$ cat config.mk
export PLATFORM = sky130hd
export DESIGN_NAME = riscv_core_icache_axi_refill
export DESIGN_NICKNAME = d
export VERILOG_FILES = /design/src/rtl/riscv_core_cache_pkg.sv /design/src/rtl/riscv_core_refill_line_assembler.sv /design/src/rtl/riscv_core_icache_axi_refill.sv
export SDC_FILE = /design/constraint.sdc
export NUM_CORES = 1
export LEC_CHECK = 0
export BUFFER_PORTS_ARGS = -buffer_cell sky130_fd_sc_hd__buf_4
export CAP_MARGIN = 0
export CORE_ASPECT_RATIO = 0.7
export CORE_MARGIN = 1
export CORE_UTILIZATION = 43
export DETAILED_ROUTE_END_ITERATION = 8
export PLACE_DENSITY = 0.77
export SLEW_MARGIN = 40
export SYNTH_ARGS = -nofsm -noshare
export SYNTH_HDL_FRONTEND = slang
export SYNTH_SLANG_ARGS = --single-unit
$ cat constraint.sdc
create_clock -name i_clk -period 1.8 [get_ports i_clk]
set_input_delay 0.54 -clock i_clk [delete_from_list [all_inputs] [get_ports i_clk]]
set_output_delay 0.54 -clock i_clk [all_outputs]
set_load 0.02 [all_outputs]
$ cat src/rtl/riscv_core_cache_pkg.sv
// Shared types and constants for the instruction-cache refill path.
package riscv_core_cache_pkg;

    typedef enum logic [2:0] {
        ST_IDLE,
        ST_ADDR,
        ST_DATA,
        ST_DONE,
        ST_HOLD
    } refill_state_t;

    localparam logic [1:0] AXI_BURST_INCR = 2'b01;
    localparam logic [1:0] AXI_RESP_OKAY  = 2'b00;
    localparam int         LINE_OFFSET_W  = 5;

endpackage

$ cat src/rtl/riscv_core_refill_line_assembler.sv
// Beat counter plus line register: drops each accepted R beat into its lane, beat 0 lowest.
module riscv_core_refill_line_assembler #(
    parameter int LINE_W = 256,
    parameter int BEAT_W = 64
) (
    input  logic              clk,
    input  logic              rst_n,
    input  logic              clear,
    input  logic              beat_accept,
    input  logic [BEAT_W-1:0] beat_data,
    output logic [LINE_W-1:0] line,
    output logic              count_done
);
    localparam int BEATS = LINE_W / BEAT_W;
    localparam int CNT_W = (BEATS > 1) ? $clog2(BEATS) : 1;

    logic [CNT_W-1:0] beat_cnt;

    assign count_done = beat_accept && (beat_cnt == CNT_W'(BEATS - 1));

    // The line is not cleared on a new burst so the cache sees a stable block until the first new beat.
    always_ff @(posedge clk or negedge rst_n) begin
        if (!rst_n) begin
            beat_cnt <= '0;
            line     <= '0;
        end else if (clear) begin
            beat_cnt <= '0;
        end else if (beat_accept) begin
            line[beat_cnt*BEAT_W +: BEAT_W] <= beat_data;
            beat_cnt                        <= beat_cnt + 1'b1;
        end
    end

endmodule

$ cat src/rtl/riscv_core_icache_axi_refill.sv
// Icache refill responder: one AXI4 INCR read burst per miss, assembled into a full line.
// Optional o_refill_err output when ICACHE_REFILL_ERR_EN is defined.
//
// state | meaning
// IDLE  | waiting for a refill request
// ADDR  | AR valid, waiting for arready
// DATA  | accepting R beats until the line is full
// DONE  | one-cycle line-valid pulse to the cache
// HOLD  | one dead cycle while the cache drops its request
module riscv_core_icache_axi_refill
    import riscv_core_cache_pkg::*;
#(
    parameter int ADDR_WIDTH     = 64,
    parameter int AXI_DATA_WIDTH = 256,
    parameter int BUS_DATA_WIDTH = 64,
    parameter int ID_WIDTH       = 4,
    parameter int AXI_ID         = 0
) (
    input  logic                      i_clk,
    input  logic                      i_rst_n,
    input  logic                      i_mem_req,
    input  logic [ADDR_WIDTH-1:0]     i_addr_from_control,
    output logic                      o_mem_done,
`ifdef ICACHE_REFILL_ERR_EN
    output logic                      o_refill_err,
`endif
    output logic [AXI_DATA_WIDTH-1:0] o_block_to_cache,
    output logic [ADDR_WIDTH-1:0]     o_araddr,
    output logic                      o_arvalid,
    input  logic                      i_arready,
    output logic [ID_WIDTH-1:0]       o_arid,
    output logic [7:0]                o_arlen,
    output logic [2:0]                o_arsize,
    output logic [1:0]                o_arburst,
    input  logic                      i_rvalid,
    output logic                      o_rready,
    input  logic [BUS_DATA_WIDTH-1:0] i_rdata,
    input  logic [1:0]                i_rresp,
    input  logic                      i_rlast
);
    localparam int BEATS = AXI_DATA_WIDTH / BUS_DATA_WIDTH;

    refill_state_t state, next_state;
    logic          start_burst;
    logic          beat_accept;
    logic          last_beat;

    assign o_arid      = ID_WIDTH'(AXI_ID);
    assign o_arlen     = 8'(BEATS - 1);
    assign o_arsize    = 3'($clog2(BUS_DATA_WIDTH / 8));
    assign o_arburst   = AXI_BURST_INCR;

    assign start_burst = (state == ST_IDLE) && i_mem_req;
    assign beat_accept = i_rvalid && o_rready;

    always_ff @(posedge i_clk or negedge i_rst_n) begin
        if (!i_rst_n) state <= ST_IDLE;
        else          state <= next_state;
    end

    always_comb begin
        next_state = state;
        case (state)
            ST_IDLE: if (i_mem_req) next_state = ST_ADDR;
            ST_ADDR: if (i_arready) next_state = ST_DATA;
            ST_DATA: if (last_beat) next_state = ST_DONE;
            ST_DONE: next_state = ST_HOLD;
            ST_HOLD: next_state = ST_IDLE;
            default: next_state = ST_IDLE;
        endcase
    end

    always_comb begin
        o_arvalid  = 1'b0;
        o_rready   = 1'b0;
        o_mem_done = 1'b0;
        case (state)
            ST_ADDR: o_arvalid  = 1'b1;
            ST_DATA: o_rready   = 1'b1;
            ST_DONE: o_mem_done = 1'b1;
            default: ;
        endcase
    end

    // Burst address is line-aligned and frozen for the whole AR phase.
    always_ff @(posedge i_clk or negedge i_rst_n) begin
        if (!i_rst_n)         o_araddr <= '0;
        else if (start_burst) o_araddr <= {i_addr_from_control[ADDR_WIDTH-1:LINE_OFFSET_W],
                                           {LINE_OFFSET_W{1'b0}}};
    end

    riscv_core_refill_line_assembler #(
        .LINE_W (AXI_DATA_WIDTH),
        .BEAT_W (BUS_DATA_WIDTH)
    ) u_line_asm (
        .clk         (i_clk),
        .rst_n       (i_rst_n),
        .clear       (start_burst),
        .beat_accept (beat_accept),
        .beat_data   (i_rdata),
        .line        (o_block_to_cache),
        .count_done  (last_beat)
    );

`ifdef ICACHE_REFILL_ERR_EN
    logic err_q;
    logic beat_err;
    logic unused_addr_bits;

    // Beat count, not rlast, ends the burst; a mismatched rlast is only reported.
    assign beat_err = (i_rresp != AXI_RESP_OKAY) || (i_rlast != last_beat);

    always_ff @(posedge i_clk or negedge i_rst_n) begin
        if (!i_rst_n)                    err_q <= 1'b0;
        else if (start_burst)            err_q <= 1'b0;
        else if (beat_accept && beat_err) err_q <= 1'b1;
    end

    assign o_refill_err     = o_mem_done && err_q;
    assign unused_addr_bits = ^i_addr_from_control[LINE_OFFSET_W-1:0];
`else
    logic unused_inputs;
    assign unused_inputs = ^{i_addr_from_control[LINE_OFFSET_W-1:0], i_rresp, i_rlast};
`endif

endmodule
==> qor.yml <==
routing:
  wl_met3_um: 7500
  totalWireLength_um: 60800
  via_per_inst: 5.96
  drt-pass1-iter-count: 6
  route.detailed.drc: 0
  ant_nets: 0
  drt_iter0_drc: 1727
  dr_wl_met2_um: 26800
  via_count: 13700
  dr.max_layer_used: "met4"
  wl_per_cell_um: 26.4
  met1_length_um: 24000
synthesis:
  synth_area_per_cell_um2: 10.5
  ys.warnings.count: 0
  synth_seq_cells: 320
  ys_seq_area_frac: 0.577
  ys_types: 27
  synthCells: 1323
  synth-compound-area-share: 0.105
  synth_simple_gate_area_frac: 0.127
  synth-xor-area-share: 0
  synth.area.mux_share: 0.0487
  synth_top_family_by_area: "buffers and inverters"
  synth_fa_ha_area_frac: 0.00451
  synth_area_um2: 13900
cells_and_area:
  layout_commonest_cell: "buf_4"
  final_cell_mix: "482 x buf_4, 317 x dfrtp_1, 256 x inv_1, 256 x nand4_1, 176 x o21ai_2"
  fin_cells: 2303
  fin_area_um2: 21900
  antennaDiodeCount: 0
  final_nets: 1999
  drive_gt1_frac: 0.506
  final_util: 0.697
  syn_to_final_growth_pct: 57.8
setup_path:
  crit_fanout: 6
  crit_type: "reg2out"
  critical_path.cell_chain: "buf_12, nand2b_4, nor2_1, buf_4"
  crit_arrival_ns: 1.41
  cp-end-kind: "output pin"
  slowest_delay_ns: 0.46
  slowest_stage: "dfrtp_2"
  cp.required_ns: 1.26
  startpoint_type: "register"
pwr:
  p_sw_w: 0.0189
  power.internal_w: 0.0248
  cellPowerDensity_nw_per_um2: 1990
  power_frac_comb: 0.547
  ir_drop_v: 0.00117
  clockPowerShare: 0.162
  seqPwrFrac: 0.291
  switching_share: 0.432
  total_power_w: 0.0437
  p_leak_nw: 10.4
clocking:
  clkSinkCount: 320
  h-tree-depth: 2
  ctsLongestPathBuffers: 3
  numCtsBuffers: 34
  clock_latency_ns: 0.52
  clk_pin_slew_ns: 0.06
  cts_tree: "done"
  cts_root_buf: "clkbuf_16"
place:
  detailed_place.area_um2: 17800
  portBuffers: 445
  dpl.hpwl_um: 31400
  place_inst: 2133
  gp_congestion: 0.882
floorplanning:
  io_pins: 476
  die_area_um2: 33000
  rows: 54
  fp.dieW_um: 217
  die_h_um: 152
  start_util: 0.442
  core_um2: 31400
outcome:
  outcome: "complete, but fails checks"
  violations: "setup timing"
global_route:
  grt_pass1_vias: 13200
  globalRouteTotalUtil: 0.328
  grt_pass1_wl_um: 82100
  grt_max_degree: 57
  grt_overflow: 0
  antenna_found_initial: 0
timing:
  fin_worst_skew_ns: 0.0189
  fmax_ghz: 0.513
  setup_slack_ns: -0.148
  period_share: 1.08
  final_hold_viol_count: 0
  rsz0062_at_grt: "yes"
  finalMaxSlewViolations: 0
  final.min_clock_period_ns: 1.95
  setup_violations: 180
job:
  max_cap_violations: 0
hold_path:
  hp-class: "in2reg"
==> metal layers <==
layer | vias up | GRT usage
li1 | 5585 | -
met1 | 6794 | 0.455
met2 | 1101 | 0.508
met3 | 240 | 0.0747
met4 | 0 | 0.115
met5 | - | 0
==> cell type report <==
class                      instances  area (um2)
timing repair buffer             622        6420
tap                              420         526
clock buffer                      51        1050
sequential                       320        8010
fill                            2137        9520
inverter                         258         968
clock inverter                    10        56.3
multi-input combinational        622        4860
==> cells by family (layout without fill, tap and decap cells) <==
group | count (synthesis) | after routing
buffers and inverters | 401 | 941
flip-flops | 320 | 320
AND/OR/NAND/NOR | 275 | 275
AO/OA/AOI/OAI | 260 | 260
multiplexers | 60 | 60
adder cells (fa/ha/maj) | 5 | 5
other | 2 | 22
==> power by group through the flow <==
stage	clock, W	sequential (W)	combinational, W
2_1_floorplan	0	0.0162	0.00566
3_3_place_gp	0	0.0125	0.0178
3_5_place_dp	0	0.0126	0.0181
4_1_cts	0.00709	0.0126	0.0206
5_1_grt	0.00738	0.0130	0.0248
6_report	0.00706	0.0127	0.0239
==> final timing paths <==
kind	slack [ns]	to	cells past startpoint	from
worst max register to register	-0.13	o_araddr[22]$_DFFE_PN0P_	6	state[0]$_DFFE_PN0P_
max in group asynchronous	0.58	u_line_asm.line[130]$_DFFE_PN0P_	3	i_rst_n
worst min register to register	0.51	o_araddr[30]$_DFFE_PN0P_	1	o_araddr[30]$_DFFE_PN0P_
worst max-delay path	-0.15	o_rready	4	state[1]$_DFFE_PN0P_
worst min-delay path	0.24	o_araddr[56]$_DFFE_PN0P_	2	i_addr_from_control[56]
min in group asynchronous	0.54	u_line_asm.line[118]$_DFFE_PN0P_	2	i_rst_n
==> synth_stat cells, drive strengths merged <==
master / number / area share
nor4bb: 1 / 0.0018
a211o: 1 / 0.00063
mux2: 60 / 0.049
nor2: 3 / 0.00081
nand2b: 1 / 0.00045
nand3b: 1 / 0.00054
ha: 5 / 0.0045
dfrtp: 320 / 0.58
conb: 2 / 0.00054
nand4: 256 / 0.12
and2: 4 / 0.0018
and3b: 3 / 0.0019
nor3b: 4 / 0.0022
nand2: 1 / 0.00027
o21ai: 256 / 0.10
nor4b: 1 / 0.0017
clkbuf: 58 / 0.016
a22o: 1 / 0.00063
buf: 85 / 0.051
inv: 258 / 0.070
a21oi: 2 / 0.00072
==> state kept, by name, indices dropped and copies added, names as in the netlist <==
signal,count
o_araddr,59
state,3
u_line_asm.beat_cnt,2
u_line_asm.line,256
==> what timing repair did <==
item,CTS,global route
pin swaps,14,47
endpoints found under the hold margin,29,0
resized for setup,237,243
setup buffers,42,21
hold buffers,1,0
setup endpoints to repair,147,320
gates cloned,31,27
==> metrics by stage <==
| step | setup TNS (ns) | hold WS, ns | setup WS, ns |
|---|---|---|---|
| 3_5_place_dp | -17.42 | 0.473 | -0.137 |
| 6_report | -6.60 | 0.244 | -0.148 |
| 3_3_place_gp | -16.32 | 0.476 | -0.122 |
| 2_1_floorplan | -3.95 | 0.244 | -0.0658 |
| 4_1_cts | -10.25 | 0.230 | -0.143 |
| 5_1_grt | -21.98 | 0.234 | -0.181 |
==> critical path: cells and delay by family, from the launching register on <==
family	cells	cell delay (ns)
AND/OR/NAND/NOR	2	0.13
buffers and inverters	2	0.29
flip-flops	1	0.46
Note: power is estimated with default switching activity, not from simulation.
